===== src/rtl/alu_pkg.sv =====
// Shared definitions for the ALU result stage: opcodes and the layout of a
// buffered result entry {op[1:0], carry, zero, res[3:0]}.
package alu_pkg;

    localparam logic [1:0] OP_ADD  = 2'b00;
    localparam logic [1:0] OP_SUB  = 2'b01;
    localparam logic [1:0] OP_NAND = 2'b10;
    localparam logic [1:0] OP_NOR  = 2'b11;

    localparam int ENTRY_W   = 8;
    localparam int RES_W     = 4;
    localparam int OP_W      = 2;
    localparam int RES_LSB   = 0;
    localparam int ZERO_BIT  = 4;
    localparam int CARRY_BIT = 5;
    localparam int OP_LSB    = 6;

    function automatic logic [ENTRY_W-1:0] pack_entry(
        input logic [OP_W-1:0]  op,
        input logic             carry,
        input logic             zero,
        input logic [RES_W-1:0] res
    );
        logic [ENTRY_W-1:0] e;
        e                     = '0;
        e[RES_LSB +: RES_W]   = res;
        e[ZERO_BIT]           = zero;
        e[CARRY_BIT]          = carry;
        e[OP_LSB +: OP_W]     = op;
        return e;
    endfunction

endpackage


===== src/rtl/alu_result_stage_if.sv =====
// Handshake bus of the ALU result stage: raw ALU results on the upstream
// side, the buffered head entry on the downstream side.
interface alu_result_stage_if;

    logic       in_valid;
    logic       in_ready;
    logic [1:0] op;
    logic [3:0] yadd;
    logic [3:0] ysub;
    logic [3:0] ynand;
    logic [3:0] ynor;
    logic       cout_add;
    logic       cout_sub;
    logic       out_valid;
    logic       out_ready;
    logic [3:0] out_res;
    logic       out_carry;
    logic       out_zero;
    logic [1:0] out_op;

    modport master (
        output in_valid, op, yadd, ysub, ynand, ynor, cout_add, cout_sub, out_ready,
        input  in_ready, out_valid, out_res, out_carry, out_zero, out_op
    );

    modport slave (
        input  in_valid, op, yadd, ysub, ynand, ynor, cout_add, cout_sub, out_ready,
        output in_ready, out_valid, out_res, out_carry, out_zero, out_op
    );

endinterface


===== src/rtl/alu_sync_fifo.sv =====
// Single-clock FIFO with registered occupancy count; full/empty come straight
// from the count so no handshake output has a combinational input path.
module alu_sync_fifo #(
    parameter int WIDTH = 8,
    parameter int DEPTH = 2
) (
    input  logic             clk,
    input  logic             rst_n,
    input  logic             wr_en,
    input  logic [WIDTH-1:0] wr_data,
    input  logic             rd_en,
    output logic [WIDTH-1:0] rd_data,
    output logic             full,
    output logic             empty
);

    localparam int PTR_W = (DEPTH > 1) ? $clog2(DEPTH) : 1;
    localparam int CNT_W = $clog2(DEPTH) + 1;

    logic [WIDTH-1:0] mem [DEPTH];
    logic [PTR_W-1:0] wr_ptr;
    logic [PTR_W-1:0] rd_ptr;
    logic [CNT_W-1:0] count;
    logic             push;
    logic             pop;

    // Guard both ports so impossible handshakes leave state untouched.
    assign push    = wr_en && !full;
    assign pop     = rd_en && !empty;
    assign full    = (count == CNT_W'(DEPTH));
    assign empty   = (count == '0);
    assign rd_data = mem[rd_ptr];

    // Pointers wrap naturally because DEPTH is a power of two.
    always_ff @(posedge clk or negedge rst_n) begin
        if (!rst_n) begin
            wr_ptr <= '0;
            rd_ptr <= '0;
            count  <= '0;
        end else begin
            if (push) wr_ptr <= wr_ptr + PTR_W'(1);
            if (pop)  rd_ptr <= rd_ptr + PTR_W'(1);
            case ({push, pop})
                2'b10:   count <= count + CNT_W'(1);
                2'b01:   count <= count - CNT_W'(1);
                default: count <= count;
            endcase
        end
    end

    // Storage needs no reset; readers ignore it while empty.
    always_ff @(posedge clk) begin
        if (push) mem[wr_ptr] <= wr_data;
    end

endmodule


===== src/rtl/alu_result_stage.sv =====
// Registered result stage behind the 4-bit ALU: picks the result for the
// opcode, derives carry/zero, buffers it, and tracks op count and sticky carry.
module alu_result_stage
    import alu_pkg::*;
#(
    parameter int DEPTH = 2,
    parameter int CNT_W = 8
) (
    input  logic              clk,
    input  logic              rst_n,
    alu_result_stage_if.slave bus,
    input  logic              clr_sticky,
    output logic [CNT_W-1:0]  op_count,
    output logic              carry_sticky
);

    logic [RES_W-1:0]   sel_res;
    logic               sel_carry;
    logic [ENTRY_W-1:0] wr_entry;
    logic [ENTRY_W-1:0] head;
    logic               full;
    logic               empty;
    logic               push;
    logic               pop;

    // Pick the ALU output and its carry/borrow for the requested operation.
    always_comb begin
        sel_res   = bus.yadd;
        sel_carry = bus.cout_add;
        case (bus.op)
            OP_ADD: begin
                sel_res   = bus.yadd;
                sel_carry = bus.cout_add;
            end
            OP_SUB: begin
                sel_res   = bus.ysub;
                sel_carry = bus.cout_sub;
            end
            OP_NAND: begin
                sel_res   = bus.ynand;
                sel_carry = 1'b0;
            end
            OP_NOR: begin
                sel_res   = bus.ynor;
                sel_carry = 1'b0;
            end
            default: begin
                sel_res   = bus.yadd;
                sel_carry = bus.cout_add;
            end
        endcase
    end

    assign wr_entry     = pack_entry(bus.op, sel_carry, (sel_res == '0), sel_res);
    assign bus.in_ready = !full;
    assign push         = bus.in_valid && !full;
    assign pop          = !empty && bus.out_ready;

    alu_sync_fifo #(
        .WIDTH (ENTRY_W),
        .DEPTH (DEPTH)
    ) u_fifo (
        .clk     (clk),
        .rst_n   (rst_n),
        .wr_en   (push),
        .wr_data (wr_entry),
        .rd_en   (pop),
        .rd_data (head),
        .full    (full),
        .empty   (empty)
    );

    // Head fields are zeroed while nothing valid is presented.
    assign bus.out_valid = !empty;
    assign bus.out_res   = empty ? '0   : head[RES_LSB +: RES_W];
    assign bus.out_zero  = empty ? 1'b0 : head[ZERO_BIT];
    assign bus.out_carry = empty ? 1'b0 : head[CARRY_BIT];
    assign bus.out_op    = empty ? '0   : head[OP_LSB +: OP_W];

    // Saturating count of accepted operations.
    always_ff @(posedge clk or negedge rst_n) begin
        if (!rst_n) begin
            op_count <= '0;
        end else if (push && (op_count != '1)) begin
            op_count <= op_count + CNT_W'(1);
        end
    end

    // Sticky carry; a carrying push in the same cycle beats the clear.
    always_ff @(posedge clk or negedge rst_n) begin
        if (!rst_n) begin
            carry_sticky <= 1'b0;
        end else if (push && sel_carry) begin
            carry_sticky <= 1'b1;
        end else if (clr_sticky) begin
            carry_sticky <= 1'b0;
        end
    end

endmodule

===== src/flat_wrapper.sv =====
// flat-port wrapper written by rule: the top's interface ports become plain ports
module alu_result_stage_flat import alu_pkg::*;
#(
    parameter int DEPTH = 2,
    parameter int CNT_W = 8
)
  (clk, rst_n, clr_sticky, op_count, carry_sticky, bus_in_valid, bus_op, bus_yadd, bus_ysub, bus_ynand, bus_ynor, bus_cout_add, bus_cout_sub, bus_out_ready, bus_in_ready, bus_out_valid, bus_out_res, bus_out_carry, bus_out_zero, bus_out_op);
  alu_result_stage_if bus_i ();
  input  logic clk;
  input  logic rst_n;
  input  logic clr_sticky;
  output logic [CNT_W-1:0] op_count;
  output logic carry_sticky;
  input wire logic [$bits(bus_i.in_valid)-1:0] bus_in_valid;
  input wire logic [$bits(bus_i.op)-1:0] bus_op;
  input wire logic [$bits(bus_i.yadd)-1:0] bus_yadd;
  input wire logic [$bits(bus_i.ysub)-1:0] bus_ysub;
  input wire logic [$bits(bus_i.ynand)-1:0] bus_ynand;
  input wire logic [$bits(bus_i.ynor)-1:0] bus_ynor;
  input wire logic [$bits(bus_i.cout_add)-1:0] bus_cout_add;
  input wire logic [$bits(bus_i.cout_sub)-1:0] bus_cout_sub;
  input wire logic [$bits(bus_i.out_ready)-1:0] bus_out_ready;
  output wire logic [$bits(bus_i.in_ready)-1:0] bus_in_ready;
  output wire logic [$bits(bus_i.out_valid)-1:0] bus_out_valid;
  output wire logic [$bits(bus_i.out_res)-1:0] bus_out_res;
  output wire logic [$bits(bus_i.out_carry)-1:0] bus_out_carry;
  output wire logic [$bits(bus_i.out_zero)-1:0] bus_out_zero;
  output wire logic [$bits(bus_i.out_op)-1:0] bus_out_op;
  assign bus_i.in_valid = bus_in_valid;
  assign bus_i.op = bus_op;
  assign bus_i.yadd = bus_yadd;
  assign bus_i.ysub = bus_ysub;
  assign bus_i.ynand = bus_ynand;
  assign bus_i.ynor = bus_ynor;
  assign bus_i.cout_add = bus_cout_add;
  assign bus_i.cout_sub = bus_cout_sub;
  assign bus_i.out_ready = bus_out_ready;
  assign bus_in_ready = bus_i.in_ready;
  assign bus_out_valid = bus_i.out_valid;
  assign bus_out_res = bus_i.out_res;
  assign bus_out_carry = bus_i.out_carry;
  assign bus_out_zero = bus_i.out_zero;
  assign bus_out_op = bus_i.out_op;
  alu_result_stage #(.DEPTH(DEPTH), .CNT_W(CNT_W)) u_core (.clk(clk), .rst_n(rst_n), .bus(bus_i), .clr_sticky(clr_sticky), .op_count(op_count), .carry_sticky(carry_sticky));
endmodule

===== config.mk =====
export PLATFORM = sky130hd
export DESIGN_NAME = alu_result_stage_flat
export DESIGN_NICKNAME = d
export VERILOG_FILES = /design/src/rtl/alu_pkg.sv /design/src/rtl/alu_result_stage_if.sv /design/src/rtl/alu_sync_fifo.sv /design/src/rtl/alu_result_stage.sv /design/src/flat_wrapper.sv
export SDC_FILE = /design/constraint.sdc
export NUM_CORES = 1
export LEC_CHECK = 0
export ABC_AREA = 1
export CAP_MARGIN = 20
export CORE_ASPECT_RATIO = 1.4
export CORE_MARGIN = 3
export CORE_UTILIZATION = 48
export DETAILED_ROUTE_END_ITERATION = 8
export PLACE_DENSITY = 0.83
export SLEW_MARGIN = 20
export SYNTH_ARGS = -nofsm -noshare
export SYNTH_HDL_FRONTEND = slang
export SYNTH_HIERARCHICAL = 1
export SYNTH_SLANG_ARGS = --single-unit
export TNS_END_PERCENT = 5

===== constraint.sdc =====
create_clock -name clk -period 2.4 [get_ports clk]
set_input_delay 0.6 -clock clk [delete_from_list [all_inputs] [get_ports clk]]
set_output_delay 0.6 -clock clk [all_outputs]
set_load 0.005 [all_outputs]

# After elaboration in Yosys (flattened, before gate mapping)
# Memories as Yosys holds them, arrays and structs flattened.
# Cells that the tools add are included.
dict set report word_totals {
  register_bits 13
  elab_cells 43
  mem_bits_rw 16
  n_memories 1
  in_bits 25
}
dict set report op_classes {
  eq_ne 7
  mux 11
  n_addsub 5
  reduce_logical 14
}
# name depth word_bits rd rd_clocked_by_memory_dff wr line
set mem_list {}
lappend mem_list {u_core.u_fifo.mem 2 8 1 0 1 alu_sync_fifo.sv:20} ;# logic [WIDTH-1:0] mem [DEPTH];
# cell count
set op_table {}
lappend op_table {{case mux 4 bit (4 select lines)} 1}
lappend op_table {{adder 8 x 1 -> 8 bit (second input constant)} 1}
lappend op_table {{equality test 2 bit (second input constant)} 4}
lappend op_table {{inequality test 8 bit (second input constant)} 1}
lappend op_table {{logical AND 1 bit} 6}
lappend op_table {{two-way mux 1 bit} 6}
lappend op_table {{equality test 2 x 1 -> 1 bit (second input constant)} 2}
lappend op_table {{logical NOT 2 bit} 2}
lappend op_table {{logical NOT 4 bit} 1}
lappend op_table {{two-way mux 4 bit} 1}
lappend op_table {{case mux 2 bit (2 select lines)} 1}
lappend op_table {{nonzero test 2 bit} 2}
lappend op_table {{case mux 1 bit (3 select lines)} 1}
lappend op_table {{adder 1 bit (second input constant)} 2}
lappend op_table {{adder 2 x 1 -> 2 bit (second input constant)} 1}
lappend op_table {{logical NOT 1 bit} 2}
lappend op_table {{two-way mux 2 bit} 1}
lappend op_table {{OR reduction 2 bit} 1}
lappend op_table {{subtractor 2 x 1 -> 2 bit (second input constant)} 1}

# Depth between registers and ports, before layout
# Gate-level depths: netlist (run 1).
dict set report logic_depth {
  ltp_word 6
  depth_mapped 13
  depth_no_buf 12
}

# Modules after synthesis
# The synthesis (run 1) kept the hierarchy.
# mod n_inst area_per_inst_um2 seq_area_each_um2 cells_per_inst
set modules_own_cells {}
lappend modules_own_cells {alu_sync_fifo 1 817.0 580.6 74}
lappend modules_own_cells {alu_result_stage 1 789.5 225.2 125}

# Worst setup path before layout (run 1)
# No wires, ideal clock.
dict set report synth_timing {
  path_type {register -> register}
  from {register u_core.u_fifo.count[0]}
  to {register u_core.u_fifo.count[1]}
  arrival_ps 1620
  setup_time_ps 117
  path_slack_ps 663
  path_buffers 1
  required_ps 2283
  stages_incl_launch_ff 13
  cell_sequence {dfrtp_1 > inv_2 > nand2_2 > inv_1 > clkbuf_1 > nor2_1 > nand2_2 > inv_1 > ha_1 > inv_1 > nand3_1 > nand2_1 > nand2_1}
}
dict set report synth_between {
  elab_chain_len 6
}
# element line
set synth_lines {}
lappend synth_lines {{start: declaration} alu_sync_fifo.sv:23} ;# logic [CNT_W-1:0] count;
lappend synth_lines {{start signal: assignment} alu_sync_fifo.sv:44} ;# 2'b10: count <= count + CNT_W'(1);
lappend synth_lines {{start signal: assignment} alu_sync_fifo.sv:45} ;# 2'b01: count <= count - CNT_W'(1);
lappend synth_lines {{start signal: assignment} alu_sync_fifo.sv:46} ;# default: count <= count;
lappend synth_lines {{logical NOT 2 bit (*)} alu_sync_fifo.sv:31} ;# assign empty = (count == '0);
lappend synth_lines {{via u_core.empty} alu_result_stage.sv:22} ;# logic empty;
lappend synth_lines {{logical NOT 1 bit (*)} alu_result_stage.sv:57} ;# assign pop = !empty && bus.out_ready;
lappend synth_lines {{logical AND 1 bit (*)} alu_result_stage.sv:57}
lappend synth_lines {{via u_core.pop} alu_result_stage.sv:24} ;# logic pop;
lappend synth_lines {{logical AND 1 bit (*)} alu_sync_fifo.sv:29} ;# assign pop = rd_en && !empty;
lappend synth_lines {{via u_core.u_fifo.pop} alu_sync_fifo.sv:25} ;# logic pop;
lappend synth_lines {{equality test 2 x 1 -> 1 bit / equality test 2 bit (equally long branches)} alu_sync_fifo.sv:43} ;# case ({push, pop})
lappend synth_lines {{case mux 2 bit (2 select lines) / nonzero test 2 bit (equally long branches)} n/a}
# The timed path passes the listed nets; every way through them passes the cells marked *.
# A chain may end at the register's enable or synchronous reset.

# Final worst setup path (run 1)
dict set report layout_timing {
  from {register u_core.u_fifo.count[1]}
  to {output bus_out_zero}
}
dict set report layout_between {
  elab_chain_len 2
}
# element line
set layout_lines {}
lappend layout_lines {{logical NOT 2 bit} alu_sync_fifo.sv:31}
lappend layout_lines {{via u_core.empty} alu_result_stage.sv:22}
lappend layout_lines {{two-way mux 1 bit} alu_result_stage.sv:76} ;# assign bus.out_zero = empty ? 1'b0 : head[ZERO_BIT];
lappend layout_lines {{end: declaration} flat_wrapper.sv:27} ;# output wire logic [$bits(bus_i.out_zero)-1:0] bus_out_zero;
# The timed path passes the listed nets, and every way through them passes these cells.

==> impl_metrics.toml, run 1 <==
[cells_and_area]
layout.nets = 274
multi_input_area_um2 = 624.3
syn_to_final_growth_pct = 34.42
fin_util_pct = 68.49
diodes = 0
drive_gt1_share_pct = 11.29
fill_cells = 263
final_area_mm2 = 0.002160
regArea_um2 = 808.3

[global_routing]
globalRouteOverflowTotal = 0
grt_pass1_vias = 1298
grt_use_total_pct = 18.55
grt_pass1_wl_mm = 5.375
antenna_found_initial = 0
grt_max_degree = 14

[place]
placed_cell_area_mm2 = 0.002073
io_buffers = 43
pre_cts_ws_ns = 0.2716
dp_hpwl_mm = 2.370
globalplace.congestion = 0.8045

[sta]
post-route-period-util_pct = 93.42
hold_ws_ns = 0.4672
post-route-min-period_ns = 2.242
tightest_slew_ns = 0.6038
max_freq_ghz = 0.4460
drv_slew = 0
max_slew_margin_pct = 59.62
final-setup-viol-count = 0
skew_ns = 0.003123
rsz0062_at_grt = "yes"
hold_viol = 0
fin_ws_ns = 0.1579

[power_and_ir_drop]
p_sw_uw = 752.0
pwr-share-clk_pct = 17.3
p_seq_share_pct = 38.2
switching_share_pct = 35.40
ir_drop_mv = 0.7382
cellPowerDensity_mw_per_mm2 = 983.6
intPower_uw = 1372
pwr-share-comb_pct = 44.5
power_leakage_uw = 0.001029

[logic_synthesis]
syn-num-nets = 226
yosys.cell_count.top_type = "nand2_1"
synthFlopType = "edfxtp_1"
seq_area_frac_synth_pct = 50.16
synth-seq-cells = 29
synth_cell_type_count = 26
synth_top_cell_area_share_pct = 29.91
synth_area_mm2 = 0.001607
synth_async_sr_flop_share_pct = 44.83
synth-edff-count = 16
syn_area_per_cell_um2 = 8.073
yosysWarningCount = 6
synth_cells = 199
synth.largest_area_cell = "edfxtp_1"
netlist_top_cells_area = "edfxtp_1, dfrtp_1, nand2_1"
synthTopCellsByCount = "nand2_1, inv_1, nand3_1"

[detailed_routing]
routed_wl_mm = 3.218
first_pass_iters = 4
drtAntennaViolNets = 0
dr.first_iter.drc_count = 19
vias = 1348
vias_per_cell = 4.697
drc_errors = 0
wire_per_inst_um = 11.21

[floorplan]
rows = 24
die_area_mm2 = 0.004087
die_width_um = 54.90
coreArea_mm2 = 0.003153
ioPinCount = 44
initial_core_util_pct = 50.95
die_height_um = 74.45

[cts]
numCtsBuffers = 5
clock-sinks = 29
cts_tree = "built"
cts_root_buf = "clkbuf_8"
htree_levels = 2
clock_latency_ns = 0.27
cts_setup_buffers = 0
path_clk_slew_ns = 0.06
max-clock-path-buffers = 2

[setup_path]
start_kind = "flop"
critPathKind = "reg -> out"
end_kind = "output port"
worst_path_largest_cell_delay_ns = 0.45
worstPathRequired_ns = 1.80
path_common_cell = "inv_1"
critPathSlowestCell = "clkdlybuf4s50_1"
arrival_ns = 1.64
crit_path_cell_trace = "inv_1 > nand2_2 > inv_1 > nor2_1 > clkdlybuf4s50_1"
critPathMaxFanout = 10

[flow_run]
drv_cap = 0

[min_path]
hp-class = "reg -> reg"

[run_status]
status = "finished, final reports clean"
## critical path, delay by kind of cell, from the launching register on
family                 cells  cell delay, ns
buffers and inverters      3            0.83
DFF                        1            0.37
and+or+nand+nor            2            0.18
## cell type report
type,count,share of cell area [%]
clock buffer,5,3.187
clock inverter,3,0.5794
inverter,39,7.010
multi-input combinational,127,28.91
sequential,29,37.43
tap,39,2.260
timing repair buffer,45,20.63
## state kept, by name, indices dropped and copies added (netlist names)
signal	count
u_core/carry_sticky	1
u_core/op_count	8
u_core/u_fifo/count	2
u_core/u_fifo/mem	16
u_core/u_fifo/rd_ptr	1
u_core/u_fifo/wr_ptr	1
## cells in the final DEF, fill, tap and decap left out, drive strengths merged
master and instances:
nand2 61, clkdlybuf4s50 43, inv 39, nand3 27
nor2 26, edfxtp 16, dfrtp 13, clkbuf 5
xnor2 4, o21ai 4, clkinv 3, ha 2
buf 2, nor3 1, xor2 1, nand4 1
## per-layer routing
metal | routed length, µm | GRT usage (%)
met1 | 1356 | 22.02
met2 | 1604 | 28.82
met3 | 191 | 5.812
met4 | 66 | 11.08
met5 | 0 | 0
## through the flow
stage          power [µW]  instances   TNS (ns)
3_3_place_gp         1751        279          0
5_1_grt              2325        287  -0.005916
6_report             2124        287          0
4_1_cts              2145        287          0
2_1_floorplan        1344        199          0
3_5_place_dp         1770        279          0
## power groups by stage
| stage | clock [µW] | combinational [µW] | sequential (µW) |
|---|---|---|---|
| finish | 368 | 945 | 811 |
| global route | 404 | 1090 | 832 |
| CTS | 377 | 961 | 807 |
| detailed placement | 0 | 955 | 815 |
| global placement | 0 | 939 | 813 |
| floorplan | 0 | 566 | 778 |
## path summary, 6_finish.rpt
path                                   startpoint                endpoint  slack [ns]  cells past startpoint
min reg2reg                u_core/u_fifo/count[1]  u_core/u_fifo/count[1]        0.47                      2
max                        u_core/u_fifo/count[1]            bus_out_zero        0.16                      5
min in group asynchronous                   rst_n      u_core/op_count[3]        0.70                      1
min                        u_core/u_fifo/count[1]  u_core/u_fifo/count[1]        0.47                      2
max in group asynchronous                   rst_n    u_core/u_fifo/rd_ptr        1.26                      1
max reg2reg                u_core/u_fifo/count[1]  u_core/u_fifo/count[1]        0.66                     11
## cells by family after synthesis
group / count (synthesis) / share of synthesized area (%)
and+or+nand+nor: 116 / 33.10
buffers and inverters: 43 / 10.98
DFF: 29 / 50.16
xor gates and xnor gates: 5 / 2.726
AOI/OAI and AO/OA: 4 / 1.480
adders and majority gates: 2 / 1.557
## repair_timing
action,CTS,global route
endpoints found under the setup margin,0,8
gates resized for setup,0,3
hold buffers,0,0
(Power assumes the default switching activity.)
==> run 2, diff against run 1 <==
--- a/config.mk
+++ b/config.mk
@@ -11,6 +11,7 @@
 export CORE_MARGIN = 3
 export CORE_UTILIZATION = 48
 export DETAILED_ROUTE_END_ITERATION = 8
+export MAX_ROUTING_LAYER = met4
 export PLACE_DENSITY = 0.83
 export SLEW_MARGIN = 20
 export SYNTH_ARGS = -nofsm -noshare
==> run 2 against run 1 <==
Worst setup slack hardly changed; count of clock-buffer cells in the layout stayed put; total power hardly changed; register-to-register slack hardly changed; sequential share of layout area stayed put; wire length is 0.62% lower; cell area stayed put; highest routed layer unchanged.
==> impl_metrics.toml, run 2 (synthesized netlist as in run 1, its figures left out) <==
[cts]
path_clk_slew_ns = 0.06
htree_levels = 2
numCtsBuffers = 5
cts_tree = "built"
ctsHoldBuffers = 0
max-clock-path-buffers = 2
cts_root_buf = "clkbuf_8"
clock-sinks = 29
clock_latency_ns = 0.27
ctsResizeCount = 0
cts_setup_buffers = 0

[sta]
rsz0062_at_grt = "yes"
hold_ws_ns = 0.4673
final-setup-viol-count = 0
max_freq_ghz = 0.4460
tightest_slew_ns = 0.6051
drv_slew = 0
max_slew_margin_pct = 59.53
skew_ns = 0.003811
hold_viol = 0
post-route-min-period_ns = 2.242
post-route-period-util_pct = 93.43

[floorplan]
initial_core_util_pct = 50.95
coreArea_mm2 = 0.003153
ioPinCount = 44
die_height_um = 74.45
die_width_um = 54.90
rows = 24
die_area_mm2 = 0.004087

[setup_path]
critPathMaxFanout = 10
end_kind = "output port"
arrival_ns = 1.64
critPathKind = "reg -> out"
r2r_slack_ns = 0.66
worstPathRequired_ns = 1.80
start_kind = "flop"

[flow_run]
drv_cap = 0

[cells_and_area]
drive_gt1_share_pct = 11.29
top_register = "u_core/u_fifo/mem"
fill_cells = 263
top_regs = "u_core/u_fifo/mem (16), u_core/op_count (8), u_core/u_fifo/count (2)"
multi_input_area_um2 = 624.3
diodes = 0
mostFrequentLayoutCell = "nand2_1"
layout_common_cells = "nand2_1, clkdlybuf4s50_1, inv_1, nand3_1, nor2_1"
syn_to_final_growth_pct = 34.42
regArea_um2 = 808.3
layout.nets = 274
largest_reg_flops = 16

[global_routing]
globalRouteOverflowTotal = 0
grt_use_total_pct = 19.11
top_usage_layer = "met2"
grt_pass1_vias = 1299
antenna_found_initial = 0
grt_pass1_wl_mm = 5.375
grtUsageMet3_pct = 4.810
grt_max_degree = 14
grt_use_met2_pct = 28.82
globalRouteMet1Util_pct = 22.67

[min_path]
hp-class = "reg -> reg"

[detailed_routing]
vias_per_cell = 4.777
drc_errors = 0
first_pass_iters = 4
drtAntennaViolNets = 0
vias = 1371
dr.first_iter.drc_count = 31
routed_wl_mm = 3.198
wire_per_inst_um = 11.14

[place]
io_buffers = 43
dp_hpwl_mm = 2.370
globalplace.congestion = 0.8162

[power_and_ir_drop]
finalPower_uw = 2124
power_leakage_uw = 0.001029
ir_drop_mv = 0.7370
cellPowerDensity_mw_per_mm2 = 983.4

[run_status]
status = "finished, final reports clean"
-- run 2: cell counts in the layout (fill, tap and decap cells not counted) --
No cell type changed its count.
-- run 2: worst max-delay path, cell delays in order (launching register included) --
cell and delay [ns]:
dfrtp_1 0.37, inv_1 0.15, nand2_2 0.09, inv_1 0.23, nor2_1 0.09, clkdlybuf4s50_1 0.45
-- run 2: final cells by class --
class / count / share of cell area, %
timing repair buffer: 45 / 20.63
clock buffer: 5 / 3.187
multi-input combinational: 127 / 28.91
inverter: 39 / 7.010
tap: 39 / 2.260
clock inverter: 3 / 0.5794
sequential: 29 / 37.43
-- run 2: metal layers --
layer,share of wire [%],wire (µm)
met5,0,0
met1,42,1340
met4,1.3,43
met3,6.3,200
met2,50,1614
-- run 2: through the flow --
step	setup TNS, ns	util [%]	area (µm²)	cells	worst slack (ns)
3_5_place_dp	0	65.75	2073	279	0.2716
3_3_place_gp	0	65.75	2073	279	0.3335
4_1_cts	0	68.33	2155	287	0.06642
5_1_grt	-0.005903	68.49	2160	287	-0.005903
2_1_floorplan	0	-	1607	199	0.6627
6_report	0	68.49	2160	287	0.1578
-- run 2: power by group --
| group | leakage (µW) | internal [µW] | switching, µW |
|---|---|---|---|
| Combinational | 0.000672 | 486 | 459 |
| Clock | 0.0000430 | 194 | 173 |
| Sequential | 0.000314 | 691 | 120 |
| Total | 0.00103 | 1370 | 751 |
-- run 2: worst paths after layout --
| check | start | to | cells past startpoint |
|---|---|---|---|
| max in group asynchronous | rst_n | u_core/u_fifo/rd_ptr | 1 |
| min in group asynchronous | rst_n | u_core/carry_sticky | 1 |
| hold / removal | u_core/u_fifo/count[1] | u_core/u_fifo/count[1] | 2 |
| setup reg to reg | u_core/u_fifo/count[1] | u_core/u_fifo/count[1] | 11 |
| setup / recovery | u_core/u_fifo/count[1] | bus_out_zero | 5 |
| hold reg to reg | u_core/u_fifo/count[1] | u_core/u_fifo/count[1] | 2 |
